===== config.mk =====
export PLATFORM = sky130hd
export DESIGN_NAME = muldiv_seq
export DESIGN_NICKNAME = d
export VERILOG_FILES = /design/src/rtl/muldiv_seq.sv
export SDC_FILE = /design/constraint.sdc
export NUM_CORES = 1
export LEC_CHECK = 0
export ABC_AREA = 1
export CAP_MARGIN = 15
export CORE_AREA = 2 2 261 263
export DETAILED_ROUTE_END_ITERATION = 10
export DIE_AREA = 0 0 263 265
export GPL_ROUTABILITY_DRIVEN = 0
export SLEW_MARGIN = 20
export SYNTH_ARGS = -nofsm -noshare
export SYNTH_HDL_FRONTEND = slang
export SYNTH_SLANG_ARGS = --single-unit

===== constraint.sdc =====
create_clock -name clk -period 5.2 [get_ports clk]
set_input_delay 1.3 -clock clk [delete_from_list [all_inputs] [get_ports clk]]
set_output_delay 1.3 -clock clk [all_outputs]
set_load 0.05 [all_outputs]

===== src/rtl/muldiv_seq.sv =====
// Iterative multiply/divide sequencer: radix-2 shift-add multiply and restoring unsigned divide.
// Optional early termination of multiplies when MULDIV_EARLY_EXIT_EN is defined.
module muldiv_seq #(
  parameter int WIDTH = 32
) (
  input  logic             clk,
  input  logic             reset,
  input  logic             Start,
  input  logic [2:0]       Op,
  input  logic [WIDTH-1:0] SrcA,
  input  logic [WIDTH-1:0] SrcB,
  input  logic             Flush,
  output logic             Busy,
  output logic             Done,
  output logic [WIDTH-1:0] ResultLo,
  output logic [WIDTH-1:0] ResultHi,
  output logic             DivByZero
);

  localparam int CW = $clog2(WIDTH);
  localparam logic [CW-1:0] LAST_CNT = CW'(WIDTH - 1);

  localparam logic [2:0] OP_DIV  = 3'b100;
  localparam logic [2:0] OP_MUL  = 3'b101;
  localparam logic [2:0] OP_SMUL = 3'b110;
  localparam logic [2:0] OP_UMUL = 3'b111;

  typedef enum logic [1:0] {S_IDLE, S_RUN, S_DONE} state_t;

  state_t               state_reg, state_next;
  logic [CW-1:0]        cnt_reg;
  logic [2:0]           op_reg;
  logic                 neg_reg;
  logic [2*WIDTH-1:0]   acc_reg;
  // Multiplicand (shifted left each step) or divisor in the low half
  logic [2*WIDTH-1:0]   opa_reg;
  // Multiplier, shifted right each step so bit 0 is the current bit
  logic [WIDTH-1:0]     opb_reg;

  logic                 op_valid_in, dz_in, is_div_reg, is_smul_reg, last_iter;
  logic [2*WIDTH-1:0]   mul_add, mul_acc, div_acc, acc_step, result_next;
  logic [WIDTH:0]       trial, diff;

  function automatic logic [WIDTH-1:0] magnitude(input logic [WIDTH-1:0] v, input logic sgn);
    return (sgn && v[WIDTH-1]) ? ('0 - v) : v;
  endfunction

  assign op_valid_in = Op[2];
  assign dz_in       = (Op == OP_DIV) && (SrcB == '0);
  assign is_div_reg  = (op_reg == OP_DIV);
  assign is_smul_reg = (op_reg == OP_SMUL);

`ifdef MULDIV_EARLY_EXIT_EN
  // Stop once no multiplier bits above the current one remain set
  assign last_iter = (cnt_reg == LAST_CNT) ||
                     (!is_div_reg && (opb_reg[WIDTH-1:1] == '0));
`else
  assign last_iter = (cnt_reg == LAST_CNT);
`endif

  // One iteration of either datapath
  always_comb begin
    mul_add = opb_reg[0] ? opa_reg : '0;
    mul_acc = acc_reg + mul_add;
    trial   = {acc_reg[2*WIDTH-1:WIDTH], acc_reg[WIDTH-1]};
    diff    = trial - {1'b0, opa_reg[WIDTH-1:0]};
    if (diff[WIDTH]) begin
      div_acc = {trial[WIDTH-1:0], acc_reg[WIDTH-2:0], 1'b0};
    end else begin
      div_acc = {diff[WIDTH-1:0], acc_reg[WIDTH-2:0], 1'b1};
    end
    acc_step    = is_div_reg ? div_acc : mul_acc;
    result_next = (is_smul_reg && neg_reg) ? ('0 - acc_step) : acc_step;
  end

  always_ff @(posedge clk or negedge reset) begin
    if (!reset) begin
      state_reg <= S_IDLE;
    end else begin
      state_reg <= state_next;
    end
  end

  always_comb begin
    state_next = state_reg;
    case (state_reg)
      S_IDLE: begin
        if (Start) begin
          if (!op_valid_in || dz_in) begin
            state_next = S_DONE;
          end else begin
            state_next = S_RUN;
          end
        end
      end
      S_RUN: begin
        if (Flush) begin
          state_next = S_IDLE;
        end else if (last_iter) begin
          state_next = S_DONE;
        end
      end
      S_DONE:  state_next = S_IDLE;
      default: state_next = S_IDLE;
    endcase
  end

  always_comb begin
    Busy = (state_reg == S_RUN);
    Done = (state_reg == S_DONE);
  end

  always_ff @(posedge clk or negedge reset) begin
    if (!reset) begin
      cnt_reg   <= '0;
      op_reg    <= '0;
      neg_reg   <= 1'b0;
      acc_reg   <= '0;
      opa_reg   <= '0;
      opb_reg   <= '0;
      ResultLo  <= '0;
      ResultHi  <= '0;
      DivByZero <= 1'b0;
    end else begin
      case (state_reg)
        S_IDLE: begin
          if (Start) begin
            cnt_reg   <= '0;
            DivByZero <= dz_in;
            if (dz_in) begin
              ResultLo <= '1;
              ResultHi <= SrcA;
            end else if (!op_valid_in) begin
              ResultLo <= '0;
              ResultHi <= '0;
            end else begin
              op_reg <= Op;
              if (Op == OP_DIV) begin
                acc_reg <= {{WIDTH{1'b0}}, SrcA};
                opa_reg <= {{WIDTH{1'b0}}, SrcB};
                opb_reg <= '0;
                neg_reg <= 1'b0;
              end else begin
                acc_reg <= '0;
                opa_reg <= {{WIDTH{1'b0}}, magnitude(SrcA, Op == OP_SMUL)};
                opb_reg <= magnitude(SrcB, Op == OP_SMUL);
                neg_reg <= (Op == OP_SMUL) && (SrcA[WIDTH-1] ^ SrcB[WIDTH-1]);
              end
            end
          end
        end
        S_RUN: begin
          if (!Flush) begin
            acc_reg <= acc_step;
            cnt_reg <= cnt_reg + CW'(1);
            opb_reg <= opb_reg >> 1;
            if (!is_div_reg) begin
              opa_reg <= opa_reg << 1;
            end
            if (last_iter) begin
              ResultLo <= result_next[WIDTH-1:0];
              ResultHi <= result_next[2*WIDTH-1:WIDTH];
            end
          end
        end
        default: begin
        end
      endcase
    end
  end

  // Unused opcode localparams kept for readability of the decode
  logic unused_ops;
  assign unused_ops = ^{OP_MUL, OP_UMUL};

endmodule

Yosys cells after proc, flatten, opt, wreduce, memory -nomap -nowiden. Index checks and enable logic that the tools add are counted.

Add/sub/neg operators: 6. Equal/unequal tests: 15. Muxes and demuxes: 45. Bitwise operators: 2. Reductions and logical operators: 17.

Operators with widths (number): two-way mux 64 bit (13); two-way mux 32 bit (18); case mux 64 bit (2 select lines) (2); case mux 32 bit (2 select lines) (3); adder 64 bit (1); subtractor 1 x 32 -> 32 bit, first input constant (2); subtractor 1 x 64 -> 64 bit, first input constant (1); subtractor 33 x 32 -> 33 bit (1); zero test 32 bit (1); == test 3 bit, second input constant (4); two-way mux 5 bit (2); inequality test 2 bit, second input constant (5); case mux 5 bit (2 select lines) (1); AND reduction 5 bit (2); two-way mux 2 bit (4); AND reduction 6 bit (1); adder 5 x 1 -> 5 bit, second input constant (1); == test 5 bit, second input constant (1); logical AND 1 bit (5); case mux 2 bit (2 select lines) (1); AND reduction 2 bit (2); AND reduction 4 bit (1); inequality test 3 x 2 -> 1 bit, second input constant (1); inequality test 3 bit, second input constant (1); 11 further kinds (11).

Bits in registers: 236. Bits of input ports: 71. Output and inout bits: 67.

Longest topological paths before layout.
Depth after elaboration: 8. Depth in mapped cells: 31. Mapped depth without buffers: 31.

Least setup slack after synthesis. No wires, ideal clock.

Path kind: register to register. Start: register acc_reg[31]. End: register ResultHi[8]. Arrival time: 3550 ps. Data required time: 5078 ps. Setup slack: 1528 ps. Stages on the path, launching flop included: 31. Period minus slack after synthesis: 3672 ps. Cells stage by stage: dfrtp_1 -> inv_1 -> ha_1 -> inv_1 -> fa_1 -> nand2_1 -> nand2_1 -> nand3_1 -> nand2_2 -> nand2_2 -> nand2_2 -> nand2_4 -> nand2_8 -> nand2_8 -> nand2_8 -> nand2_2 -> nand2_1 -> inv_1 -> ha_1 -> nand3_1 -> nor2_1 -> nand3_1 -> nor2_4 -> nand3_2 -> nor2_2 -> nand2_1 -> nand2_1 -> o21ai_1 -> or2_0 -> nand3_1 -> a21oi_1.

Cells in the longest elaborated chain, start to end: 8. Elaborated cells between the ends (all ways): 9. Classes of those cells: add/sub (3); mux (6).

Ends and longest elaborated chain: start: declaration (line 34) `logic [2*WIDTH-1:0] acc_reg;`; start signal: assignment (line 139) `acc_reg <= {{WIDTH{1'b0}}, SrcA};`; start signal: assignment (line 154) `acc_reg <= acc_step;`; subtractor 33 x 32 -> 33 bit (line 66) `diff = trial - {1'b0, opa_reg[WIDTH-1:0]};`; two-way mux 64 bit (line 67) `if (diff[WIDTH]) begin`; two-way mux 64 bit * (line 72) `acc_step = is_div_reg ? div_acc : mul_acc;`; subtractor 1 x 64 -> 64 bit (line 73) `result_next = (is_smul_reg && neg_reg) ? ('0 - acc_step) : acc_step;`; two-way mux 64 bit * (line 73); two-way mux 32 bit * (line 160) `if (last_iter) begin`; two-way mux 32 bit * (line 153) `if (!Flush) begin`; case mux 32 bit (2 select lines) * (line 125) `case (state_reg)`; end signal: assignment (line 132) `ResultHi <= SrcA;`; end signal: assignment (line 162) `ResultHi <= result_next[2*WIDTH-1:WIDTH];`; end: declaration (line 16) `output logic [WIDTH-1:0] ResultHi,`.

Mark *: on every way between the ends. The rest lies on a longest branch, timed or not. The select of a mux whose other input is x is not followed. A chain may end at the register's enable or synchronous reset.

Final worst setup path.
Start: register opa_reg[22]. End: register ResultHi[20].

Cells in the longest elaborated chain, start to end: 8. Elaborated cells between the ends (all ways): 10. Classes of those cells: add/sub (3); mux (7).

Ends and longest elaborated chain: start: declaration (line 36) `logic [2*WIDTH-1:0] opa_reg;`; start signal: assignment (line 140) `opa_reg <= {{WIDTH{1'b0}}, SrcB};`; start signal: assignment (line 145) `opa_reg <= {{WIDTH{1'b0}}, magnitude(SrcA, Op == OP_SMUL)};`; start signal: assignment (line 158) `opa_reg <= opa_reg << 1;`; two-way mux 64 bit / subtractor 33 x 32 -> 33 bit (equally long branches) (line 63, 66); adder 64 bit / two-way mux 64 bit (equally long branches) (line 64, 67); two-way mux 64 bit * (line 72); subtractor 1 x 64 -> 64 bit (line 73); two-way mux 64 bit * (line 73); two-way mux 32 bit * (line 160); two-way mux 32 bit * (line 153); case mux 32 bit (2 select lines) * (line 125).

Marks and branches as above.

==> results.sh <==
export IMPL_netlist_instances=3903
export IMPL_initial_core_util_pct=34.7
export IMPL_outcome="finished, final reports clean"
export IMPL_yosysWarnings=0
export IMPL_clock_latency_ns=0.61
export IMPL_drc_errors=0
export IMPL_layout_nets=4171
export IMPL_syn_to_final_growth_pct=14.2
export IMPL_clock_root_buffer="clkbuf_16"
export IMPL_p_per_area_nw_per_um2=719
export IMPL_final_common_cell="nand2_1"
export IMPL_ant_nets=0
export IMPL_pin_count=138
export IMPL_rows=95
export IMPL_critPathKind="flop to flop"
export IMPL_dr_pass1_iters=6
export IMPL_clk_pin_slew_worst_paths_ns=0.06
export IMPL_htree_num_levels=1
export IMPL_p_leak_nw=14.0
export IMPL_p_clk_share_pct=10.8
export IMPL_cts_tree="done"
export IMPL_grt_pass1_wl_um=149000
export IMPL_synth_seq_area_share_pct=25.4
export IMPL_min_period_ns=4.85
export IMPL_hold_viol_final=0
export IMPL_port_buffers=137
export IMPL_slew_headroom_pct=29.2
export IMPL_swShare_pct=60.0
export IMPL_vdd_ir_drop_worst_mv=0.371
export IMPL_netlist_area_um2=23200
export IMPL_ys_types=60
export IMPL_syn_area_per_cell_um2=5.95
export IMPL_cts_buffers=28
export IMPL_arrival_ns=5.38
export IMPL_cts_hold_fix_buffers=0
export IMPL_drt_iter0_markers=3552
export IMPL_antenna_found_initial=0
export IMPL_final_max_slew_viol_count=0
export IMPL_cp_required_ns=5.73
export IMPL_power_switching_mw=11.4
export IMPL_routed_wl_um=101000
export IMPL_wl_per_cell_um=20.6
export IMPL_synth_edf_count=0
export IMPL_max_stage_delay_ns=0.55
export IMPL_vias_per_cell=5.42
export IMPL_intPower_mw=7.62
export IMPL_grt_pass1_vias=24300
export IMPL_setup_viol=0
export IMPL_cap_violations=0
export IMPL_diodes=0
export IMPL_tns_ns=0
export IMPL_crit_fanout=27
export IMPL_cp_buffers_inverters=2
export IMPL_final_cell_mix="1195 x nand2_1, 684 x inv_1, 381 x nor2_1, 291 x nand3_1, 235 x dfrtp_1"
export IMPL_pwr_share_comb_pct=70.5
export IMPL_start_kind="flop"
export IMPL_worst_pin_slew_ns=1.06
export IMPL_critPathTopFamily="simple AND/OR/NAND/NOR gates"
export IMPL_clockBufferDepth=3
export IMPL_synth_flop_cell="dfrtp_1"
export IMPL_dp_hpwl_um=81100
export IMPL_vias=26500
export IMPL_rsz0062_at_grt="no"
export IMPL_grt_max_degree=104
export IMPL_async_flop_share_pct=100
export IMPL_ys_ff_latch=236
export IMPL_end_kind="flop"
export IMPL_hold_path_class="flop to flop"
export IMPL_final_util_pct=39.7
export IMPL_dieHeight_um=265
export IMPL_overflow=0
export IMPL_fin_crit_sh_pct=93.3
export IMPL_critPathSlowestCell="dfrtp_1"
export IMPL_dieArea_um2=69700
export IMPL_fin_skew_ns=0.0428
export IMPL_pwr_share_seq_pct=18.8
export IMPL_crit_path_frequent_cell="nand2_1"
export IMPL_coreArea_um2=66800
export IMPL_die_w_um=263
export IMPL_grtUsageTotal_pct=28.0
export IMPL_clkSinkCount=236
export IMPL_max_freq_mhz=206
export IMPL_drive_above_1_share_pct=4.91
export IMPL_syn_num_nets=4076
cells in the mapped netlist (13+ instances only):
cell type / number / area (µm²)
nand2_1: 1196 / 4490
inv_1: 685 / 2570
nor2_1: 384 / 1440
nand3_1: 292 / 1460
dfrtp_1: 236 / 5910
a21oi_1: 226 / 1130
o21ai_0: 164 / 821
ha_1: 100 / 1250
clkbuf_1: 76 / 285
o22ai_1: 73 / 457
nand4_1: 44 / 275
a22oi_1: 42 / 315
nor3_1: 39 / 195
xor2_1: 37 / 324
nand2_2: 31 / 194
nand3b_1: 30 / 225
nor2_2: 28 / 175
xnor2_1: 21 / 184
o221ai_1: 17 / 149
o21ai_1: 14 / 70.1
o31ai_1: 14 / 105
buf_2: 13 / 65.1
o21bai_1: 13 / 97.6
cell families (layout without fill, tap and decap cells):
kind of cell,after synthesis,count (layout),synth area share (%)
buffers and inverters,803,916,13.2
AO/OA/AOI/OAI,604,604,15.0
flip-flops,236,236,25.4
adder cells (fa/ha/maj),102,102,5.56
XOR/XNOR,58,58,2.19
AND/OR/NAND/NOR,2100,2100,38.6
worst reg2reg max path, stage by stage, from the launching register on:
cell,delay (ns)
dfrtp_1,0.55
inv_1,0.21
ha_1,0.43
nand2_2,0.11
nor2_1,0.24
nand2_1,0.13
nor2_2,0.14
nand2_4,0.10
nand3_4,0.17
nand2_8,0.19
nand2_2,0.19
nand2_1,0.11
inv_1,0.07
ha_1,0.17
nand3_1,0.12
nor2_1,0.27
nand3_1,0.18
nor2_4,0.19
nand3_2,0.13
nor2_2,0.21
nand2_1,0.14
o21ai_2,0.23
nand2_1,0.09
nand2_1,0.08
nand3_1,0.11
a21oi_1,0.21
layer usage:
layer	global-route usage (%)	vias up	wire length, µm
li1	-	12600	-
met1	39.4	12100	42500
met2	42.0	1487	41800
met5	0	-	0
met3	5.16	209	11500
met4	11.8	0	4920
power by group through the flow:
stage	Sequential [mW]	Clock [mW]	Combinational, mW
6_report	3.58	2.05	13.4
3_3_place_gp	3.53	0	12.9
3_5_place_dp	3.51	0	12.9
4_1_cts	3.49	2.07	13.0
2_1_floorplan	3.90	0	8.24
5_1_grt	3.59	2.14	14.5
area by class of cell:
class	instances	area, µm²
repair buffers	171	1670
clock buffers	38	798
flip-flops and latches	236	5910
fillers	7402	40300
clock inverters	10	135
inverters	697	2620
multi-input cells	2864	14300
well taps	873	1090
what timing repair did:
item / in CTS / in global routing
gates resized for setup: 0 / 1
endpoints found under the setup margin: 0 / 2
buffers inserted: 0 / 0
per-stage QoR:
step	power, mW	hold WS (ns)	area [µm²]	setup WS (ns)	cells
2_1_floorplan	12.1	0.449	23200	1.53	3903
3_3_place_gp	16.5	0.467	25600	0.498	4841
3_5_place_dp	16.5	0.470	25600	0.477	4841
4_1_cts	18.6	0.485	26500	0.445	4889
5_1_grt	20.3	0.511	26500	0.000882	4889
6_report	19.1	0.489	26500	0.351	4889
path summary, 6_finish.rpt:
path / startpoint / to / slack (ns) / cells after the start
min in group asynchronous: reset / acc_reg[60]$_DFFE_PN0P_ / 0.72 / 1
hold / removal: opa_reg[63]$_DFFE_PN0P_ / opa_reg[63]$_DFFE_PN0P_ / 0.49 / 2
hold reg to reg: opa_reg[63]$_DFFE_PN0P_ / opa_reg[63]$_DFFE_PN0P_ / 0.49 / 2
max in group asynchronous: reset / opa_reg[30]$_DFFE_PN0P_ / 3.35 / 2
setup / recovery: opa_reg[22]$_DFFE_PN0P_ / ResultHi[20]$_DFFE_PN0P_ / 0.35 / 25
setup reg to reg: opa_reg[22]$_DFFE_PN0P_ / ResultHi[20]$_DFFE_PN0P_ / 0.35 / 25
Note: power is estimated with default switching activity, not from simulation.
